### src/rtl/ysyx_24120013_rf_access_ctrl.sv
// Register-file access sequencer: arbitrates the two RF read ports between the
// core operand reader and the debug port, hides read latency and bypasses same-edge writes.
module ysyx_24120013_rf_access_ctrl #(
  parameter int ADDR_WIDTH = 5,
  parameter int DATA_WIDTH = 32
) (
  input  logic                  clk,
  input  logic                  rst,
  input  logic                  rd_valid,
  output logic                  rd_ready,
  input  logic [ADDR_WIDTH-1:0] rd_rs1,
  input  logic [ADDR_WIDTH-1:0] rd_rs2,
  output logic                  rsp_valid,
  input  logic                  rsp_ready,
  output logic [DATA_WIDTH-1:0] rsp_src1,
  output logic [DATA_WIDTH-1:0] rsp_src2,
  input  logic                  wb_valid,
  input  logic [ADDR_WIDTH-1:0] wb_rd,
  input  logic [DATA_WIDTH-1:0] wb_data,
  input  logic                  dbg_req,
  input  logic [ADDR_WIDTH-1:0] dbg_addr,
  output logic                  dbg_ack,
  output logic [DATA_WIDTH-1:0] dbg_data,
  output logic [ADDR_WIDTH-1:0] rf_raddr1,
  output logic [ADDR_WIDTH-1:0] rf_raddr2,
  input  logic [DATA_WIDTH-1:0] rf_rdata1,
  input  logic [DATA_WIDTH-1:0] rf_rdata2,
  output logic                  rf_wen,
  output logic [ADDR_WIDTH-1:0] rf_waddr,
  output logic [DATA_WIDTH-1:0] rf_wdata
);

  typedef enum logic [1:0] {
    S_IDLE     = 2'd0,
    S_CORE_RD  = 2'd1,
    S_CORE_RSP = 2'd2,
    S_DBG_RD   = 2'd3
  } state_t;

  localparam logic GNT_CORE = 1'b0;
  localparam logic GNT_DBG  = 1'b1;
  localparam logic [ADDR_WIDTH-1:0] X0 = '0;

  state_t                r_state;
  state_t                w_state_nxt;
  logic                  r_last_grant;
  logic [ADDR_WIDTH-1:0] r_addr1;
  logic [ADDR_WIDTH-1:0] r_addr2;
  logic                  r_byp1;
  logic                  r_byp2;
  logic [DATA_WIDTH-1:0] r_byp_data;
  logic                  r_rsp_valid;
  logic [DATA_WIDTH-1:0] r_rsp_src1;
  logic [DATA_WIDTH-1:0] r_rsp_src2;
  logic                  r_dbg_ack;
  logic [DATA_WIDTH-1:0] r_dbg_data;

  logic                  w_idle;
  logic                  w_dbg_req;
  logic                  w_dbg_wins;
  logic                  w_rd_ready;
  logic                  w_gnt_core;
  logic                  w_gnt_dbg;
  logic [ADDR_WIDTH-1:0] w_cap1;
  logic                  w_byp1;
  logic                  w_byp2;
  logic [DATA_WIDTH-1:0] w_src1;
  logic [DATA_WIDTH-1:0] w_src2;

  // Write port is a pure pass-through; x0 writes are squashed here.
  assign rf_wen   = wb_valid && (wb_rd != X0);
  assign rf_waddr = wb_rd;
  assign rf_wdata = wb_data;

  // The request being acknowledged this cycle must not be re-granted.
  assign w_idle     = (r_state == S_IDLE);
  assign w_dbg_req  = dbg_req && !r_dbg_ack;
  assign w_dbg_wins = w_dbg_req && (!rd_valid || (r_last_grant == GNT_CORE));
  assign w_rd_ready = w_idle && !w_dbg_wins;
  assign w_gnt_core = w_rd_ready && rd_valid;
  assign w_gnt_dbg  = w_idle && w_dbg_wins;

  // RF returns the pre-write value on a shared edge, so remember the write.
  assign w_cap1 = w_gnt_dbg ? dbg_addr : rd_rs1;
  assign w_byp1 = wb_valid && (wb_rd == w_cap1) && (w_cap1 != X0);
  assign w_byp2 = wb_valid && (wb_rd == rd_rs2) && (rd_rs2 != X0) && w_gnt_core;

  assign w_src1 = (r_addr1 == X0) ? '0 : (r_byp1 ? r_byp_data : rf_rdata1);
  assign w_src2 = (r_addr2 == X0) ? '0 : (r_byp2 ? r_byp_data : rf_rdata2);

  always_comb begin
    rf_raddr1 = X0;
    rf_raddr2 = X0;
    if (w_gnt_core) begin
      rf_raddr1 = rd_rs1;
      rf_raddr2 = rd_rs2;
    end else if (w_gnt_dbg) begin
      rf_raddr1 = dbg_addr;
    end
  end

  always_comb begin
    w_state_nxt = r_state;
    case (r_state)
      S_IDLE: begin
        if (w_gnt_core)     w_state_nxt = S_CORE_RD;
        else if (w_gnt_dbg) w_state_nxt = S_DBG_RD;
      end
      S_CORE_RD:  w_state_nxt = S_CORE_RSP;
      S_CORE_RSP: if (rsp_ready) w_state_nxt = S_IDLE;
      S_DBG_RD:   w_state_nxt = S_IDLE;
      default:    w_state_nxt = S_IDLE;
    endcase
  end

  always_ff @(posedge clk) begin
    if (rst) begin
      r_state      <= S_IDLE;
      r_last_grant <= GNT_DBG;
    end else begin
      r_state <= w_state_nxt;
      if (w_gnt_core)     r_last_grant <= GNT_CORE;
      else if (w_gnt_dbg) r_last_grant <= GNT_DBG;
    end
  end

  // Snapshot of the granted request: indices plus the same-edge write.
  always_ff @(posedge clk) begin
    if (rst) begin
      r_addr1    <= X0;
      r_addr2    <= X0;
      r_byp1     <= 1'b0;
      r_byp2     <= 1'b0;
      r_byp_data <= '0;
    end else if (w_gnt_core || w_gnt_dbg) begin
      r_addr1    <= w_cap1;
      r_addr2    <= w_gnt_core ? rd_rs2 : X0;
      r_byp1     <= w_byp1;
      r_byp2     <= w_byp2;
      r_byp_data <= wb_data;
    end
  end

  always_ff @(posedge clk) begin
    if (rst) begin
      r_rsp_valid <= 1'b0;
      r_rsp_src1  <= '0;
      r_rsp_src2  <= '0;
      r_dbg_ack   <= 1'b0;
      r_dbg_data  <= '0;
    end else begin
      r_dbg_ack <= 1'b0;
      case (r_state)
        S_CORE_RD: begin
          r_rsp_valid <= 1'b1;
          r_rsp_src1  <= w_src1;
          r_rsp_src2  <= w_src2;
        end
        S_CORE_RSP: if (rsp_ready) r_rsp_valid <= 1'b0;
        S_DBG_RD: begin
          r_dbg_data <= w_src1;
          r_dbg_ack  <= 1'b1;
        end
        default: ;
      endcase
    end
  end

  assign rd_ready  = w_rd_ready;
  assign rsp_valid = r_rsp_valid;
  assign rsp_src1  = r_rsp_src1;
  assign rsp_src2  = r_rsp_src2;
  assign dbg_ack   = r_dbg_ack;
  assign dbg_data  = r_dbg_data;

endmodule

### config.mk
export PLATFORM = sky130hd
export DESIGN_NAME = ysyx_24120013_rf_access_ctrl
export DESIGN_NICKNAME = d
export VERILOG_FILES = /design/src/rtl/ysyx_24120013_rf_access_ctrl.sv
export SDC_FILE = /design/constraint.sdc
export NUM_CORES = 1
export LEC_CHECK = 0
export BUFFER_PORTS_ARGS = -buffer_cell sky130_fd_sc_hd__buf_2
export CAP_MARGIN = 20
export CORE_MARGIN = 2
export CORE_UTILIZATION = 40
export CTS_CLUSTER_DIAMETER = 30
export DETAILED_ROUTE_END_ITERATION = 8
export GPL_TIMING_DRIVEN = 0
export PLACE_DENSITY = 0.74
export SYNTH_ARGS = -nofsm -noshare
export SYNTH_HDL_FRONTEND = slang
export SYNTH_SLANG_ARGS = --single-unit
### constraint.sdc
create_clock -name clk -period 2.1 [get_ports clk]
set_clock_uncertainty 0.1 [all_clocks]
set_input_delay 0.21 -clock clk [delete_from_list [all_inputs] [get_ports clk]]
set_output_delay 0.21 -clock clk [all_outputs]
set_load 0.1 [all_outputs]
# Yosys cells after proc, flatten, opt, wreduce, memory -nomap -nowiden
# Index checks and enable logic that the tools add are counted.
[word_totals] input_bits=122 regBits=145 wordCells=63 out_inout_bits=147
[op_classes] n_eq_ne=7 bitwise_logic=1 n_reduce_logical=26 muxes=17
[ops] operator="two-way mux 32 bit" count=4
[ops] operator="two-way mux 5 bit" count=4
[ops] operator="nonzero test 5 bit" count=3
[ops] operator="logical AND 1 bit" count=11
[ops] operator="equality test 5 bit" count=2
[ops] operator="logical NOT 5 bit" count=2
[ops] operator="one-hot mux 2 bit (4 select lines)" count=1
[ops] operator="two-way mux 2 bit" count=3
[ops] operator="equality test 2 bit, second input constant" count=2
[ops] operator="two-way mux 1 bit" count=4
[ops] operator="AND reduction 2 bit" count=2
[ops] operator="nonzero test 2 bit" count=2
[ops] operator="logical NOT 1 bit" count=3
[ops] operator="inequality test 3 x 1 -> 1 bit, second input constant" count=1
[ops] operator="equality test 2 x 1 -> 1 bit, second input constant" count=1
[ops] operator="logical NOT 2 bit" count=1
[ops] operator="logical OR 1 bit" count=2
[ops] operator="inequality test 2 bit, second input constant" count=1
[ops] operator="one-hot mux 1 bit (2 select lines)" count=1
[ops] operator="NOT 1 bit" count=1

# Depth between registers and ports, before layout
[logic_depth] ltp_word=8 ltp_mapped=7 depth_no_buf=5

# Worst setup path before layout
# Ideal clock, no wire load.
[synth_path] path_kind="register -> output" start="register r_dbg_ack (netlist: dbg_ack)" end="output rd_ready" required_time_ns=1.790 slack_ns=-0.927 arrival_time_ns=2.717 path_stages_with_launch=4 n_path_buf=1 cell_sequence="dfxtp_1 > nor2b_1 > clkbuf_1 > a21oi_1"
[synth_between] elab_chain_cells=5
[synth_rtl] item="start: declaration" line="55" rtl="logic r_dbg_ack;"
[synth_rtl] item="start signal: assignment" line="149" rtl="r_dbg_ack <= 1'b0;"
[synth_rtl] item="start signal: assignment" line="152" rtl="r_dbg_ack <= 1'b0;"
[synth_rtl] item="start signal: assignment" line="162" rtl="r_dbg_ack <= 1'b1;"
[synth_rtl] item="logical NOT 1 bit" line="77" rtl="assign w_dbg_req = dbg_req && !r_dbg_ack;"
[synth_rtl] item="logical AND 1 bit" line="77"
[synth_rtl] item="logical AND 1 bit" line="78" rtl="assign w_dbg_wins = w_dbg_req && (!rd_valid || (r_last_grant == GNT_CORE));"
[synth_rtl] item="logical NOT 1 bit" line="79" rtl="assign w_rd_ready = w_idle && !w_dbg_wins;"
[synth_rtl] item="logical AND 1 bit" line="79"
[synth_rtl] item="end: declaration" line="10" rtl="output logic rd_ready,"
# Every way passes these cells.

# Worst setup path in the final report
[layout_path] start="register r_state[0]" end="output rf_raddr1[3]"
[layout_between] elab_chain_cells=4 elab_cells_between_ends=6 cone_classes="2 x mux; 4 x reduce/logical"
[layout_rtl] item="start: declaration" line="44" rtl="state_t r_state;"
[layout_rtl] item="start signal: assignment" line="121" rtl="r_state <= w_state_nxt;"
[layout_rtl] item="logical NOT 2 bit *" line="76" rtl="assign w_idle = (r_state == S_IDLE);"
[layout_rtl] item="logical AND 1 bit, on equally long branches" line="81, 79"
[layout_rtl] item="two-way mux 5 bit or logical AND 1 bit (tied branches)" line="97, 80"
[layout_rtl] item="two-way mux 5 bit *" line="94" rtl="if (w_gnt_core) begin"
[layout_rtl] item="end: declaration" line="24" rtl="output logic [ADDR_WIDTH-1:0] rf_raddr1,"
# Every way passes the cells marked *; elsewhere a longest branch is shown, timed or not.

==> impl_metrics.env <==
export IMPL_outcome="complete, no violations"
export IMPL_final_common_cell="buf_2"
export IMPL_port_buffers=267
export IMPL_worstMarginPinSlew_ns=0.7811
export IMPL_syn_inst=762
export IMPL_p_seq_frac=0.341
export IMPL_cpLargestDelayFamily="simple AND/OR/NAND/NOR gates"
export IMPL_place_gp_congestion=0.8500
export IMPL_slew_viol_final=0
export IMPL_core_sq_um=15830
export IMPL_antenna_found_initial=1
export IMPL_tns_ns=0
export IMPL_vias_per_cell=4.958
export IMPL_netlist_area_sq_um=6439
export IMPL_critPathBufInv=2
export IMPL_drtIter0Drc=336
export IMPL_start_util=0.4068
export IMPL_synthesis_nets=884
export IMPL_cts_max_path_buffers=2
export IMPL_max_stage_delay_ns=0.37
export IMPL_drc=0
export IMPL_synth_cell_type_count=38
export IMPL_power_switching_mw=3.076
export IMPL_worst_skew_pair_late_latency_ns=0.41
export IMPL_synth_seq_cells=145
export IMPL_rsz0062_at_grt="yes"
export IMPL_cp_start_kind="register"
export IMPL_cp_arrival_ns=1.77
export IMPL_period_minus_slack_ns=2.075
export IMPL_grt_pass1_vias=6305
export IMPL_cap_violations=0
export IMPL_max_slew_margin=0.4793
export IMPL_p_comb_frac=0.285
export IMPL_clock_sinks=145
export IMPL_final_instance_count_excl_fill=1323
export IMPL_overflow=0
export IMPL_drt_total_wl_microns=22070
export IMPL_synth_avg_cell_area_sq_um=8.450
export IMPL_grt_usage=0.2526
export IMPL_timing_hold_ws_ns=0.04725
export IMPL_clockPowerShare=0.374
export IMPL_crit_path_end_kind="output port"
export IMPL_synth_edf_count=0
export IMPL_p_int_mw=5.796
export IMPL_postLayoutCoreUtil=0.5925
export IMPL_cp_slowest_cell="dfxtp_4"
export IMPL_ios=269
export IMPL_crit_type="register to output port"
export IMPL_power_mw=8.872
export IMPL_grt_max_degree=17
export IMPL_final_area_sq_um=9378
export IMPL_cp_max_fo=6
export IMPL_vias=6559
export IMPL_powerDensity_nw_per_um2=946.1
export IMPL_numCtsBuffers=17
export IMPL_drt_pass1_iter_count=5
export IMPL_layout_common_cells="260 x buf_2, 141 x dfxtp_1, 133 x nand2_1"
export IMPL_dieArea_sq_um=17130
export IMPL_drive_gt1_frac=0.3864
export IMPL_clk_pin_slew_ns=0.06
export IMPL_wl_per_cell_microns=16.68
export IMPL_p_sw_frac=0.3467
export IMPL_crit_chain="or2_4 -> nor3_4 -> buf_6 -> a22o_4 -> buf_12"
export IMPL_cts_root_buf="clkbuf_16"
export IMPL_worstPathRequired_ns=1.79
export IMPL_fin_ws_ns=0.02492
export IMPL_cts_tree="done"
export IMPL_area_growth_syn_to_layout_pct=45.65
export IMPL_grt_pass1_wl_microns=32780
export IMPL_yosys_warnings=0
export IMPL_yosysSeqAreaShare=0.4508
export IMPL_pre_cts_slack_ns=-0.3540
export IMPL_max_freq_mhz=481.9
export IMPL_synthArstFlopShare=0
export IMPL_place_inst=1245
export IMPL_rows=46
export IMPL_die_y_microns=130.9
export IMPL_ant_nets=0
export IMPL_post_route_period_util=0.9881
export IMPL_h_tree_depth=4
export IMPL_dieWidth_microns=130.9
export IMPL_ir_drop_mv=0.5281
export IMPL_hp_class="input pin to register"
export IMPL_placed_area_sq_um=8063
export IMPL_place_hpwl_microns=15640
export IMPL_synth_ff_type="dfxtp_1"
export IMPL_finalNetCount=1216
export IMPL_p_leak_nw=4.454
export IMPL_hold_viol_final=0
export IMPL_setup_viol=0
[area by class of cell]
cell class / count / area, sq um
Clock buffer: 21 / 470.5
Clock inverter: 9 / 180.2
Multi-Input combinational cell: 519 / 3094
Tap cell: 216 / 270.3
Buffer: 91 / 516.7
Inverter: 4 / 15.01
Fill cell: 1408 / 6450
Antenna cell: 2 / 5.005
Sequential cell: 145 / 2913
Timing Repair Buffer: 316 / 1913
[flip-flops by register name (all words and copies together), names as in the netlist]
signal	cells
dbg_data	32
r_byp_data	32
rsp_src1	32
rsp_src2	32
r_addr1	5
r_addr2	5
r_state	2
dbg_ack	1
r_byp1	1
r_byp2	1
r_last_grant	1
rsp_valid	1
[what timing repair did]
item	CTS	global route
gates resized for setup	56	31
setup endpoints to repair	110	73
setup buffers	11	6
pin swaps	3	6
hold endpoints to repair	32	0
cloned	0	0
hold buffers	32	0
[power groups by stage]
stage	registers, mW	clock network [mW]	logic (mW)
after floorplan	3.63	0	1.20
after global placement	3.06	0	2.30
after detailed placement	3.07	0	2.31
after CTS	3.02	3.37	2.49
after global routing	3.04	3.48	2.67
final	3.03	3.32	2.53
[layer usage]
| metal | part of all wire | vias to the layer above | track usage |
|---|---|---|---|
| met2 | 0.49 | 237 | 0.4298 |
| met4 | 0.019 | 0 | 0.09011 |
| met1 | 0.43 | 3079 | 0.3101 |
| met3 | 0.064 | 34 | 0.06515 |
| met5 | 0 | - | 0 |
| li1 | - | 3209 | - |
[final timing paths]
path,from,endpoint,slack [ns],depth (start not counted)
hold / removal,rsp_ready,r_state[1]$_SDFFE_PP0P_,0.05,4
setup / recovery,r_state[0]$_SDFFE_PP0P_,rf_raddr1[3],0.02,5
setup reg to reg,r_state[0]$_SDFFE_PP0P_,r_byp1$_SDFFE_PP0P_,0.08,8
hold reg to reg,rsp_src1[5]$_SDFFE_PP0P_,rsp_src1[5]$_SDFFE_PP0P_,0.35,2
[cell families (layout without fill, tap and decap cells)]
family | count (synthesis) | in the layout | synth area share
flops | 145 | 145 | 0.4508
mux | 97 | 97 | 0.1570
other cells | 0 | 2 | 0
compound gates | 137 | 137 | 0.1284
xor+xnor | 4 | 4 | 0.005441
buf+inv | 98 | 441 | 0.08181
simple gates | 281 | 281 | 0.1764
[worst min-delay path, cell delays in order]
cell,delay (ns)
buf_2,0.09
nor2_1,0.04
a21oi_1,0.14
nor2_1,0.04
[cells in the mapped netlist, types with 2 or more instances]
library cell	number	area share
dfxtp_1	145	0.45
nand2_1	133	0.078
nor2_1	120	0.070
a21oi_1	84	0.065
mux2i_1	65	0.10
clkbuf_1	43	0.025
buf_4	37	0.043
a22oi_1	32	0.037
mux2_2	32	0.056
buf_1	8	0.0047
and2_1	6	0.0058
a22o_1	5	0.0068
buf_2	4	0.0031
inv_1	4	0.0023
nand4_1	4	0.0039
o31ai_1	4	0.0047
xor2_1	4	0.0054
and3_1	3	0.0029
nor2b_1	3	0.0029
or4_1	3	0.0035
a31oi_1	2	0.0019
buf_6	2	0.0035
nand2b_1	2	0.0019
nor3_1	2	0.0016
o211ai_1	2	0.0023
(Power assumes the default switching activity.)
